==> src/rtl/cpu_sequencer.sv <==
// Eight-phase VeRISC instruction sequencer: a phase counter plus a halt latch,
// with every strobe decoded combinationally from (phase, opcode, zero).
//
// state      | meaning
// -----------+------------------------------------------------------
// INST_ADDR  | PC drives the address bus
// INST_FETCH | memory read of the instruction word
// INST_LOAD  | instruction register captures the word
// IDLE       | IR stable, opcode valid from here on
// OP_ADDR    | PC increment, HLT detected here
// OP_FETCH   | operand read for ALU-class opcodes
// ALU_OP     | ALU result forming, SKZ skip, JMP load, STO drives bus
// STORE      | accumulator load, JMP load, STO write strobe
// (halted)   | frozen at OP_ADDR after HLT, cleared only by reset
module cpu_sequencer #(
  parameter bit STALL_ON_HALT = 1'b1
) (
  input  logic       clk,
  input  logic       rst,
  input  logic [2:0] opcode,
  input  logic       zero,
  output logic       sel,
  output logic       rd,
  output logic       ld_ir,
  output logic       inc_pc,
  output logic       ld_pc,
  output logic       ld_ac,
  output logic       wr,
  output logic       data_e,
  output logic       halt,
  output logic [2:0] phase
);

  typedef enum logic [2:0] {
    INST_ADDR  = 3'd0,
    INST_FETCH = 3'd1,
    INST_LOAD  = 3'd2,
    IDLE       = 3'd3,
    OP_ADDR    = 3'd4,
    OP_FETCH   = 3'd5,
    ALU_OP     = 3'd6,
    STORE      = 3'd7
  } phase_t;

  localparam logic [2:0] OP_HLT = 3'd0;
  localparam logic [2:0] OP_SKZ = 3'd1;
  localparam logic [2:0] OP_ADD = 3'd2;
  localparam logic [2:0] OP_AND = 3'd3;
  localparam logic [2:0] OP_XOR = 3'd4;
  localparam logic [2:0] OP_LDA = 3'd5;
  localparam logic [2:0] OP_STO = 3'd6;
  localparam logic [2:0] OP_JMP = 3'd7;

  phase_t state;
  logic   halted;
  logic   stop_now;
  logic   alu_op;

  assign alu_op   = (opcode == OP_ADD) || (opcode == OP_AND) ||
                    (opcode == OP_XOR) || (opcode == OP_LDA);
  assign stop_now = STALL_ON_HALT && (state == OP_ADDR) && (opcode == OP_HLT);

  always_ff @(posedge clk or negedge rst) begin
    if (!rst) begin
      state <= INST_ADDR;
    end else if (!halted && !stop_now) begin
      state <= phase_t'(state + 3'd1);
    end
  end

  generate
    if (STALL_ON_HALT) begin : g_halt
      always_ff @(posedge clk or negedge rst) begin
        if (!rst) begin
          halted <= 1'b0;
        end else if (stop_now) begin
          halted <= 1'b1;
        end
      end
    end else begin : g_no_halt
      assign halted = 1'b0;
    end
  endgenerate

  // Strobes are pure decodes so an async reset kills wr/data_e immediately.
  always_comb begin
    sel    = 1'b0;
    rd     = 1'b0;
    ld_ir  = 1'b0;
    inc_pc = 1'b0;
    ld_pc  = 1'b0;
    ld_ac  = 1'b0;
    wr     = 1'b0;
    data_e = 1'b0;
    halt   = 1'b0;
    if (halted) begin
      halt = 1'b1;
    end else begin
      unique case (state)
        INST_ADDR: begin
          sel = 1'b1;
        end
        INST_FETCH: begin
          sel = 1'b1;
          rd  = 1'b1;
        end
        INST_LOAD, IDLE: begin
          sel   = 1'b1;
          rd    = 1'b1;
          ld_ir = 1'b1;
        end
        OP_ADDR: begin
          inc_pc = 1'b1;
          halt   = (opcode == OP_HLT);
        end
        OP_FETCH: begin
          rd = alu_op;
        end
        ALU_OP: begin
          rd     = alu_op;
          inc_pc = (opcode == OP_SKZ) && zero;
          ld_pc  = (opcode == OP_JMP);
          data_e = (opcode == OP_STO);
        end
        STORE: begin
          rd     = alu_op;
          ld_ac  = alu_op;
          ld_pc  = (opcode == OP_JMP);
          wr     = (opcode == OP_STO);
          data_e = (opcode == OP_STO);
        end
      endcase
    end
  end

  assign phase = state;

endmodule

==> config.mk <==
export PLATFORM = sky130hd
export DESIGN_NAME = cpu_sequencer
export DESIGN_NICKNAME = d
export VERILOG_FILES = /design/src/rtl/cpu_sequencer.sv
export SDC_FILE = /design/constraint.sdc
export NUM_CORES = 1
export LEC_CHECK = 0
export BUFFER_PORTS_ARGS = -buffer_cell sky130_fd_sc_hd__buf_2
export CAP_MARGIN = 20
export CORE_AREA = 2 2 39 41
export CTS_CLUSTER_DIAMETER = 100
export DETAILED_ROUTE_END_ITERATION = 8
export DIE_AREA = 0 0 41 43
export HOLD_SLACK_MARGIN = 0.05
export MAX_ROUTING_LAYER = met4
export PLACE_DENSITY = 0.62
export SLEW_MARGIN = 20
export SYNTH_ARGS = -nofsm -noshare
export SYNTH_HDL_FRONTEND = slang
export SYNTH_SLANG_ARGS = --single-unit
==> constraint.sdc <==
create_clock -name clk -period 1.9 [get_ports clk]
set_clock_uncertainty 0.2 [all_clocks]
set_input_delay 0.38 -clock clk [delete_from_list [all_inputs] [get_ports clk]]
set_output_delay 0.38 -clock clk [all_outputs]
set_load 0.05 [all_outputs]
### Word-level counts from Yosys, hierarchy flattened

Index checks and enable logic that the tools add are counted.

| cells by class | value |
|---|---|
| add/subtract/negate cells | 1 |
| equal/unequal tests | 14 |
| multiplexer cells | 18 |
| reductions and logical operators | 15 |

Operators by type and width:

| cell | number |
|---|---|
| equality test 3 bit (second input constant) | 8 |
| two-way mux 1 bit | 16 |
| equality test 3 x 2 -> 1 bit (second input constant) | 4 |
| equality test 3 x 1 -> 1 bit (second input constant) | 2 |
| logical NOT 3 bit | 2 |
| OR reduction 3 bit | 2 |
| case mux 1 bit (2 select lines) | 2 |
| OR reduction 2 bit | 2 |
| OR reduction 4 bit | 1 |
| adder 3 x 1 -> 3 bit (second input constant) | 1 |
| logical AND 1 bit | 3 |
| logical OR 1 bit | 3 |
| logical NOT 1 bit | 2 |

| word-level totals | value |
|---|---|
| flip-flop bits (word level) | 4 |
| input port bits | 6 |
| word-level logic and storage cells | 50 |

### Logic depth before layout (Yosys ltp)

Gate-level depths: netlist of run 1.

| logic depth | value |
|---|---|
| depth after elaboration | 6 |
| mapped depth | 5 |
| depth with buffers taken out | 5 |

### Worst setup path after synthesis of run 1

No wires, ideal clock.

| path | value |
|---|---|
| path kind | register to output |
| start point | reg state[0] (netlist: phase[0]) |
| end point | out ld_pc |
| arrival | 2.828 ns |
| data required time | 1.320 ns |
| slack | -1.508 ns |
| cell stages (with the launch flop) | 5 |
| path buffers | 0 |
| cells stage by stage | dfrtp_1 -> ha_1 -> ha_1 -> a21oi_1 -> nor4b_1 |

| between the ends | value |
|---|---|
| word-level cells in the longest chain between the ends | 4 |

Ends and longest elaborated chain:

| what | line | RTL |
|---|---|---|
| from (decl) | 54 | `phase_t state;` |
| from (signal assigned) | 67 | `state <= phase_t'(state + 3'd1);` |
| equality test 3 bit | 99 | `unique case (state)` |
| OR reduction 2 bit (no line) (*) | n/a |  |
| two-way mux 1 bit (*) | n/a |  |
| two-way mux 1 bit (*) | 96 | `if (halted) begin` |
| to (decl) | 26 | `output logic ld_pc,` |

Every way passes the cells marked *; elsewhere a longest branch is shown, timed or not.

### Worst setup path in the final report of run 1

| path | value |
|---|---|
| start point | reg state[0] (netlist: phase[0]) |
| end point | out sel |

| between the ends | value |
|---|---|
| word-level cells in the longest chain between the ends | 4 |

Ends and longest elaborated chain:

| what | line | RTL |
|---|---|---|
| equality test 3 x 2 -> 1 bit, or another cell as far along | 99 |  |
| OR reduction 4 bit (no line) (*) | n/a |  |
| two-way mux 1 bit (*) | 99 |  |
| two-way mux 1 bit (*) | 96 |  |
| to (decl) | 22 | `output logic sel,` |

Marks and branches as above.

==> results.toml, run 1 <==
[status]
status = "finished with violations"
violations = "negative setup slack"

[worst_setup_path]
timing.rr.start = "phase[0]"
rr_worst_depth = 6
crit_fanout = 5
crit_type = "reg -> out"
end_kind = "output port"
r2r_setup_slack_ns = 0.03
cp.arrival_ns = 1.67
critPathLaunchType = "flop"
worst_ep_required_time_ns = 1.32
r2r_end = "phase[1]"

[final_layout]
multi_input_area_um2 = 471.7
drive_above_1_share_pct = 83.75
antenna_cells = 0
fin_nets = 93
fillers = 107
syn2layout_area_growth_pct = 152.8
ff_latch_area_um2 = 108.9

[clocking]
worstSkewPairLatency_ns = 0.23
cts_buffer_depth = 2
cts_buffers = 3
cts.htree.levels = 1
clkSlewWorstSetupHoldPaths_ns = 0.04
clock_sinks = 4
cts_tree = "done"
ctsRootBufferMaster = "clkbuf_4"

[floorplanning]
design.core.area_um2 = 1384
rows = 14
die_w_um = 41
start_util_pct = 27.03
die_h_um = 43
io_pins = 18
die_area_um2 = 1763

[placed_design]
dpl_worst_slack_ns = -0.2084
dpl.hpwl_um = 883.9
routabilityCongestion = 0.7258
io_buffers = 17

[sta]
maxSlewViolCount = 0
tightest_slew_ns = 0.2457
hold_violations = 0
setup_slack_ns = -0.3530
fmax_mhz = 443.9
period_needed_ns = 2.253
rsz0062_at_grt = "yes"
fin_crit_sh_pct = 118.6
setup_viol = 9
slew_headroom_pct = 83.55

[run]
max_cap_viol_count = 0

[detailed_routing]
post_drt_wl_per_cell_um = 11.90
vias = 442
drc = 0
ant_nets = 0
avgViaCountPerCell = 4.604
dr.pass1.iters = 1
routed_wl_um = 1142
drt_iter0_markers = 0

[logic_synthesis]
syn_area_um2 = 374.1
ys_warn_count = 0
synth.distinct_cells = 20
postSynthCellCount = 43
syn-num-nets = 55
synth_seq_cells = 4
yosysSeqAreaShare_pct = 26.76
syn_area_per_cell_um2 = 8.700

[hold_path]
hold_path_class = "in -> async"

[grt]
antenna_found_initial = 0
overflow = 0
grt_pass1_wl_um = 1711
grt_use_total_pct = 14.55
first_global_vias = 434
grt_max_degree = 8
## worst max-delay path, stage by stage, from the launching register on
cell	delay (ns)
dfrtp_4	0.52
ha_4	0.18
or3_4	0.40
a21oi_4	0.17
nor2_4	0.04
buf_6	0.15
## flip-flops by register name, indices dropped and copies added (netlist names)
register,count
halted,1
phase,3
## routing by layer
metal | GRT usage, % | vias up | part of all wire [%]
li1 | - | 226 | -
met1 | 14.94 | 203 | 35
met2 | 25.62 | 13 | 59
met3 | 2.094 | 0 | 5.4
met4 | 6.000 | 0 | 0
met5 | - | - | 0
## cells in the mapped netlist (all sizes together)
cell type / instances / area (um^2)
or3: 1 / 6.260
o221ai: 1 / 8.760
buf: 1 / 5.000
nor4: 2 / 12.51
nor2: 5 / 18.77
a41oi: 1 / 8.760
nand2: 1 / 3.750
inv: 6 / 22.52
mux2: 1 / 15.01
nor3: 1 / 5.000
nand2b: 1 / 6.260
ha: 6 / 75.07
xnor2: 2 / 17.52
o21ai: 3 / 15.01
nor2b: 1 / 6.260
a21oi: 4 / 23.77
dfrtp: 4 / 100.1
nor4b: 2 / 23.77
## through the flow
| step | std cells | utilization, % | instance area [um^2] | hold slack (ns) | setup TNS (ns) |
|---|---|---|---|---|---|
| floorplan | 43 | - | 534.3 | -0.1156 | -1.373 |
| global placement | 88 | 53.80 | 744.5 | -0.01404 | -0.8595 |
| detailed placement | 88 | 53.80 | 744.5 | -0.01458 | -1.020 |
| CTS | 93 | 65.37 | 904.6 | 0.2661 | -2.178 |
| global route | 96 | 68.35 | 945.9 | 0.2949 | -2.742 |
| finish | 96 | 68.35 | 945.9 | 0.2694 | -2.058 |
## final cells by class
cell class                 instances  share of cell area (%)
inverter                           6                   2.910
sequential                         4                   11.51
timing repair buffer              34                   30.82
multi-input combinational         32                   49.87
tap                               16                   2.116
clock buffer                       4                   2.778
## worst max path at each step
stage                   from  endpoint  cells after the start
floorplan           phase[1]     ld_pc                      4
global placement    phase[0]       sel                      6
detailed placement  phase[0]       sel                      6
CTS                 phase[0]       sel                      5
global route        phase[0]       sel                      5
finish              phase[0]       sel                      5
## logic make-up after synthesis
logic type      count (synthesis)  share of synthesized area, %
simple gates                   14                         22.07
fa+ha+maj                       6                         20.07
compound gates                  9                         15.05
buf+inv                         7                         7.356
mux                             1                         4.012
flops                           4                         26.76
xor+xnor                        2                         4.683
## cells in the final DEF, fill, tap and decap left out, drive strengths merged, types with 2 or more instances in the layout
master and instances:
buf 33, ha 6, inv 6, nor2 5, a21oi 4, clkbuf 4
dfrtp 4, o21ai 3, nor4b 2, nor4 2, xnor2 2
## repair_timing
action / in CTS / in global routing
endpoints found under the hold margin: 4 / 0
gates resized for setup: 32 / 4
hold buffers: 1 / 0
pin swaps: 11 / 4
endpoints found under the setup margin: 10 / 10
cloned: 0 / 0
buffers inserted: 1 / 4
Power of run 1 is not shown: default switching activity piles up to over one toggle a cycle in this logic, so the estimate is an artifact.
==> inputs of run 2 (changes only) <==
--- a/config.mk
+++ b/config.mk
@@ -14,6 +14,7 @@
 export HOLD_SLACK_MARGIN = 0.05
 export MAX_ROUTING_LAYER = met4
 export PLACE_DENSITY = 0.62
+export SKIP_LAST_GASP = 1
 export SLEW_MARGIN = 20
 export SYNTH_ARGS = -nofsm -noshare
 export SYNTH_HDL_FRONTEND = slang
==> run 2 against run 1 <==
  * The flow still finishes with violations (negative setup slack)
  * Critical path type unchanged
  * Critical path depth unchanged
  * Global-route usage shrank 0.10 points
  * Non-clock buffer count did not move
  * Utilization did not move
  * Die area did not move
  * Design area stayed put
  * Hold slack better by 0.00068 ns
  * Cell count unchanged
  * Count of clock-buffer cells in the layout unchanged
  * Sequential cell count unchanged
  * Sequential share of layout area unchanged
  * Critical endpoint unchanged
  * Maximum frequency barely moved
==> results.toml, run 2 (same netlist as run 1, synthesis figures left out) <==
[status]
status = "finished with violations"
violations = "negative setup slack"

[detailed_routing]
drt_iter0_markers = 0
post_drt_wl_per_cell_um = 11.93
routed_wl_um = 1145
dr.pass1.iters = 1
drc = 0
ant_nets = 0
vias = 440
avgViaCountPerCell = 4.583

[grt]
grt_max_degree = 8
antenna_found_initial = 0
overflow = 0
grt_pass1_wl_um = 1697
first_global_vias = 435
grt_use_total_pct = 14.45

[worst_setup_path]
startpoint = "phase[0]"
worst_ep_required_time_ns = 1.32
r2r_setup_slack_ns = 0.03
crit_type = "reg -> out"
timing.rr.start = "phase[0]"
crit_fanout = 5
critPathLaunchType = "flop"
endpoint = "sel"
r2r_end = "phase[1]"
end_kind = "output port"
rr_worst_depth = 6
cp.arrival_ns = 1.67

[clocking]
clkSlewWorstSetupHoldPaths_ns = 0.04
cts.htree.levels = 1
cts_tree = "done"
cts_buffers = 3
ctsRootBufferMaster = "clkbuf_4"
cts_buffer_depth = 2
worstSkewPairLatency_ns = 0.23
clock_sinks = 4

[sta]
setup_viol = 9
setup_slack_ns = -0.3530
hold_violations = 0
fmax_mhz = 443.9
fin_crit_sh_pct = 118.6
rsz0062_at_grt = "yes"
tightest_slew_ns = 0.2457
maxSlewViolCount = 0
slew_headroom_pct = 83.55
period_needed_ns = 2.253
tns_ns = -2.058

[final_layout]
final_cell_mix = "buf_4, buf_2, buf_6"
layout_commonest_cell = "buf_4"
antenna_cells = 0
syn2layout_area_growth_pct = 152.8
fin_nets = 93
fin_cells = 96
drive_above_1_share_pct = 83.75
stdcell_area_um2 = 945.9
final_util_pct = 68.35
largest_reg_flops = 3

[floorplanning]
start_util_pct = 27.03
io_pins = 18
die_area_um2 = 1763
die_w_um = 41
design.core.area_um2 = 1384
rows = 14
die_h_um = 43

[hold_path]
hold_path_class = "in -> async"

[placed_design]
place_inst = 88
dpl.hpwl_um = 883.9
routabilityCongestion = 0.7258
io_buffers = 17
dpl_cell_area_um2 = 744.5

[run]
max_cap_viol_count = 0
-- run 2: cell counts in the layout (fill, tap and decap cells not counted) --
Identical to the previous run, type by type.
-- run 2: worst max-delay path: stages, from the launching register on --
cell	delay [ns]
dfrtp_4	0.52
ha_4	0.18
or3_4	0.40
a21oi_4	0.17
nor2_4	0.04
buf_6	0.15
-- run 2: cell type report --
cell class	count	area, um^2
Clock buffer	4	26.28
Sequential cell	4	108.9
Tap cell	16	20.02
Multi-Input combinational cell	32	471.7
Timing Repair Buffer	34	291.5
Fill cell	108	437.9
Inverter	6	27.53
-- run 2: what timing repair did --
action | in CTS | in global routing
setup endpoints to repair | 10 | 10
endpoints found under the hold margin | 4 | 0
cloned | 0 | 0
gates resized for setup | 30 | 6
pin swaps | 11 | 4
hold buffers | 1 | 0
buffers inserted | 1 | 4
-- run 2: stage by stage --
| stage | setup slack [ns] | hold slack (ns) |
|---|---|---|
| 2_1_floorplan | -0.2417 | -0.1156 |
| 3_3_place_gp | -0.1873 | -0.01404 |
| 3_5_place_dp | -0.2084 | -0.01458 |
| 4_1_cts | -0.3659 | 0.2661 |
| 5_1_grt | -0.4007 | 0.2949 |
| 6_report | -0.3530 | 0.2701 |
-- run 2: worst min path at each step --
stage          from       end  slack, ns  cells after the start
6_report        rst  phase[2]       0.27                      2
5_1_grt         rst  phase[2]       0.29                      2
4_1_cts         rst  phase[2]       0.27                      2
3_5_place_dp    rst  phase[2]      -0.01                      1
3_3_place_gp    rst    halted      -0.01                      1
2_1_floorplan   rst    halted      -0.12                      0
-- run 2: metal layers --
layer / global-route usage, % / wire, um
met1: 14.61 / 409
met2: 25.62 / 673
met3: 2.094 / 62
met4: 6.000 / 0
met5: - / 0
Power of run 2 is left out for the same reason.
==> inputs of run 3 (changes only) <==
--- a/config.mk
+++ b/config.mk
@@ -5,15 +5,15 @@
 export SDC_FILE = /design/constraint.sdc
 export NUM_CORES = 1
 export LEC_CHECK = 0
+export ABC_AREA = 1
 export BUFFER_PORTS_ARGS = -buffer_cell sky130_fd_sc_hd__buf_2
 export CAP_MARGIN = 20
-export CORE_AREA = 2 2 39 41
+export CORE_UTILIZATION = 30
 export CTS_CLUSTER_DIAMETER = 100
 export DETAILED_ROUTE_END_ITERATION = 8
-export DIE_AREA = 0 0 41 43
 export HOLD_SLACK_MARGIN = 0.05
 export MAX_ROUTING_LAYER = met4
-export PLACE_DENSITY = 0.62
+export PLACE_DENSITY = 0.64
 export SKIP_LAST_GASP = 1
 export SLEW_MARGIN = 20
 export SYNTH_ARGS = -nofsm -noshare
==> run 3 against run 2 <==
  * The flow still finishes with violations (negative setup slack)
  * Non-clock buffer count rose by 1
  * Synthesized area rose by 8.4%
  * Via count rose by 28%
  * Design area fell by 3.3%
  * Hold slack improved by 0.019 ns
  * Critical path depth rose by 2
  * First-iteration DRC count rose by 19
  * Critical path type unchanged
==> results.toml, run 3 <==
[final_layout]
largest_reg_flops = 3
fin_nets = 115
syn2layout_area_growth_pct = 125.6
multi_input_area_um2 = 430.4
drive_above_1_share_pct = 68.63
fin_cells = 116
ff_latch_area_um2 = 103.9
final_cell_mix = "buf_4, nand2_1, buf_6"
antenna_cells = 0
layout_commonest_cell = "buf_4"
fillers = 81

[grt]
first_global_vias = 512
antenna_found_initial = 0
overflow = 0
grt_use_total_pct = 20.69
grt_max_degree = 10
grt_pass1_wl_um = 2049

[clocking]
worstSkewPairLatency_ns = 0.24
clock_sinks = 4
ctsRootBufferMaster = "clkbuf_4"
clkSlewWorstSetupHoldPaths_ns = 0.04
cts_tree = "done"
cts_buffer_depth = 2
cts_buffers = 3
cts.htree.levels = 1

[worst_setup_path]
timing.rr.start = "phase[1]"
crit_slowest_cell = "dfrtp_2"
crit_fanout = 4
critPathLaunchType = "flop"
end_kind = "output port"
rr_worst_depth = 9
cp.arrival_ns = 1.54
path_common_cell = "buf_6"
endpoint = "ld_pc"
r2r_setup_slack_ns = 0.23
path_cells = "buf_6 > ha_4 > nand2_4 > inv_4 > o21ai_4 > nor3_4 > buf_6"
r2r_end = "phase[2]"
worst_ep_required_time_ns = 1.32
crit_type = "reg -> out"
startpoint = "phase[1]"
max_stage_delay_ns = 0.45

[floorplanning]
die_w_um = 38.76
start_util_pct = 34.18
rows = 12
die_area_um2 = 1502
die_h_um = 38.76
io_pins = 18
design.core.area_um2 = 1186

[detailed_routing]
vias = 561
routed_wl_um = 1569
dr.pass1.iters = 4
avgViaCountPerCell = 4.836
ant_nets = 0
drt_iter0_markers = 19
post_drt_wl_per_cell_um = 13.53
drc = 0

[logic_synthesis]
postSynthCellCount = 63
async_flop_share_pct = 100.0
synth.top_cell.area_share_pct = 24.69
synth_edf_count = 0
synth.distinct_cells = 13
synth_common_cells = "nand2_1, inv_1, nor2_1"
synth_seq_cells = 4
syn_area_per_cell_um2 = 6.435
syn-num-nets = 75
synth_most_common_cell = "nand2_1"
yosys_most_used_dff = "dfrtp_1"
ys_warn_count = 0
ys_top_cells_by_area = "dfrtp_1, ha_1, nand2_1"
yosysTopAreaCell = "dfrtp_1"
yosysSeqAreaShare_pct = 24.69
syn_area_um2 = 405.4

[sta]
fmax_mhz = 471.1
rsz0062_at_grt = "yes"
setup_slack_ns = -0.2227
setup_viol = 9
slew_headroom_pct = 83.60
maxSlewViolCount = 0
hold_violations = 0
tightest_slew_ns = 0.2477
fin_crit_sh_pct = 111.7
tns_ns = -1.544
period_needed_ns = 2.123

[placed_design]
routabilityCongestion = 0.7819
dpl.hpwl_um = 912.8
io_buffers = 17
place_inst = 104

[power]
ir_drop_v = 0.0004003
leakage_uw = 0.0004450
power_density_nw_per_um2 = 245.8

[status]
violations = "negative setup slack"
status = "finished with violations"

[run]
max_cap_viol_count = 0

[hold_path]
hold_path_class = "in -> async"
run 3: cell types whose count changed in the layout (fill, tap and decap cells not counted), moves of 3 or more:
cell and delta:
inv_1 +4, nand2_1 +13, nand3_1 +4, nand2_2 +3
nand2_4 +3
run 3: per-layer routing:
layer / vias up / track usage (%) / part of all wire, %
met3: 2 / 5.202 / 4.6
met1: 261 / 24.31 / 40
met4: 0 / 2.586 / 0.96
met2: 24 / 36.25 / 54
met5: - / - / 0
li1: 274 / - / -
run 3: where the power goes:
part           switching [uW]  internal [uW]
Combinational            14.7           7.66
Sequential                  0           85.6
Clock                    37.9           79.0
run 3: repair_timing:
action                                  CTS  global route
setup buffers                             1             6
gates resized for setup                  25            11
hold endpoints to repair                  4             0
pin swaps                                 4             8
gates cloned                              0             0
hold buffers                              1             0
endpoints found under the setup margin    9             9
run 3: final cells by class:
class	instances	area share, %
multi-input combinational	47	47.06
timing repair buffer	35	31.33
sequential	4	11.35
inverter	12	5.472
clock buffer	4	2.873
tap	14	1.915
run 3: through the flow:
step           total power (uW)  hold WS (ns)  utilization, %  instance area (um^2)  worst slack, ns
6_report                  224.8        0.2888           77.11                 914.6          -0.2227
5_1_grt                   238.9        0.2884           77.11                 914.6          -0.2615
4_1_cts                   223.9        0.2763           69.51                 824.5          -0.2120
3_5_place_dp              104.9     -0.008308           58.97                 699.4         -0.03037
3_3_place_gp              104.9     -0.009770           58.97                 699.4         -0.02664
2_1_floorplan             95.32       -0.1156               -                 521.8          -0.1949
run 3: logic make-up (layout without fill, tap and decap cells):
logic type | count (synthesis) | count (layout) | share of synthesized area (%)
DFF | 4 | 4 | 24.69
and+or+nand+nor | 36 | 36 | 39.51
adders and majority gates | 6 | 6 | 18.52
buffers and inverters | 12 | 51 | 11.11
AOI/OAI and AO/OA | 5 | 5 | 6.172
run 3: worst min path at each step:
stage / end / slack (ns) / cells after the start
after floorplan: halted / -0.12 / 0
after global placement: halted / -0.01 / 1
after detailed placement: halted / -0.008 / 1
after CTS: phase[1] / 0.28 / 2
after global routing: phase[1] / 0.29 / 2
final: phase[1] / 0.29 / 2
run 3: worst max-delay path, delay by kind of cell (launching register included):
kind	cells	cell delay (ns)
flip-flops	1	0.45
buffers and inverters	3	0.34
AO/OA/AOI/OAI	1	0.22
adder cells (fa/ha/maj)	1	0.16
AND/OR/NAND/NOR	2	0.13
(Power assumes the default switching activity.)
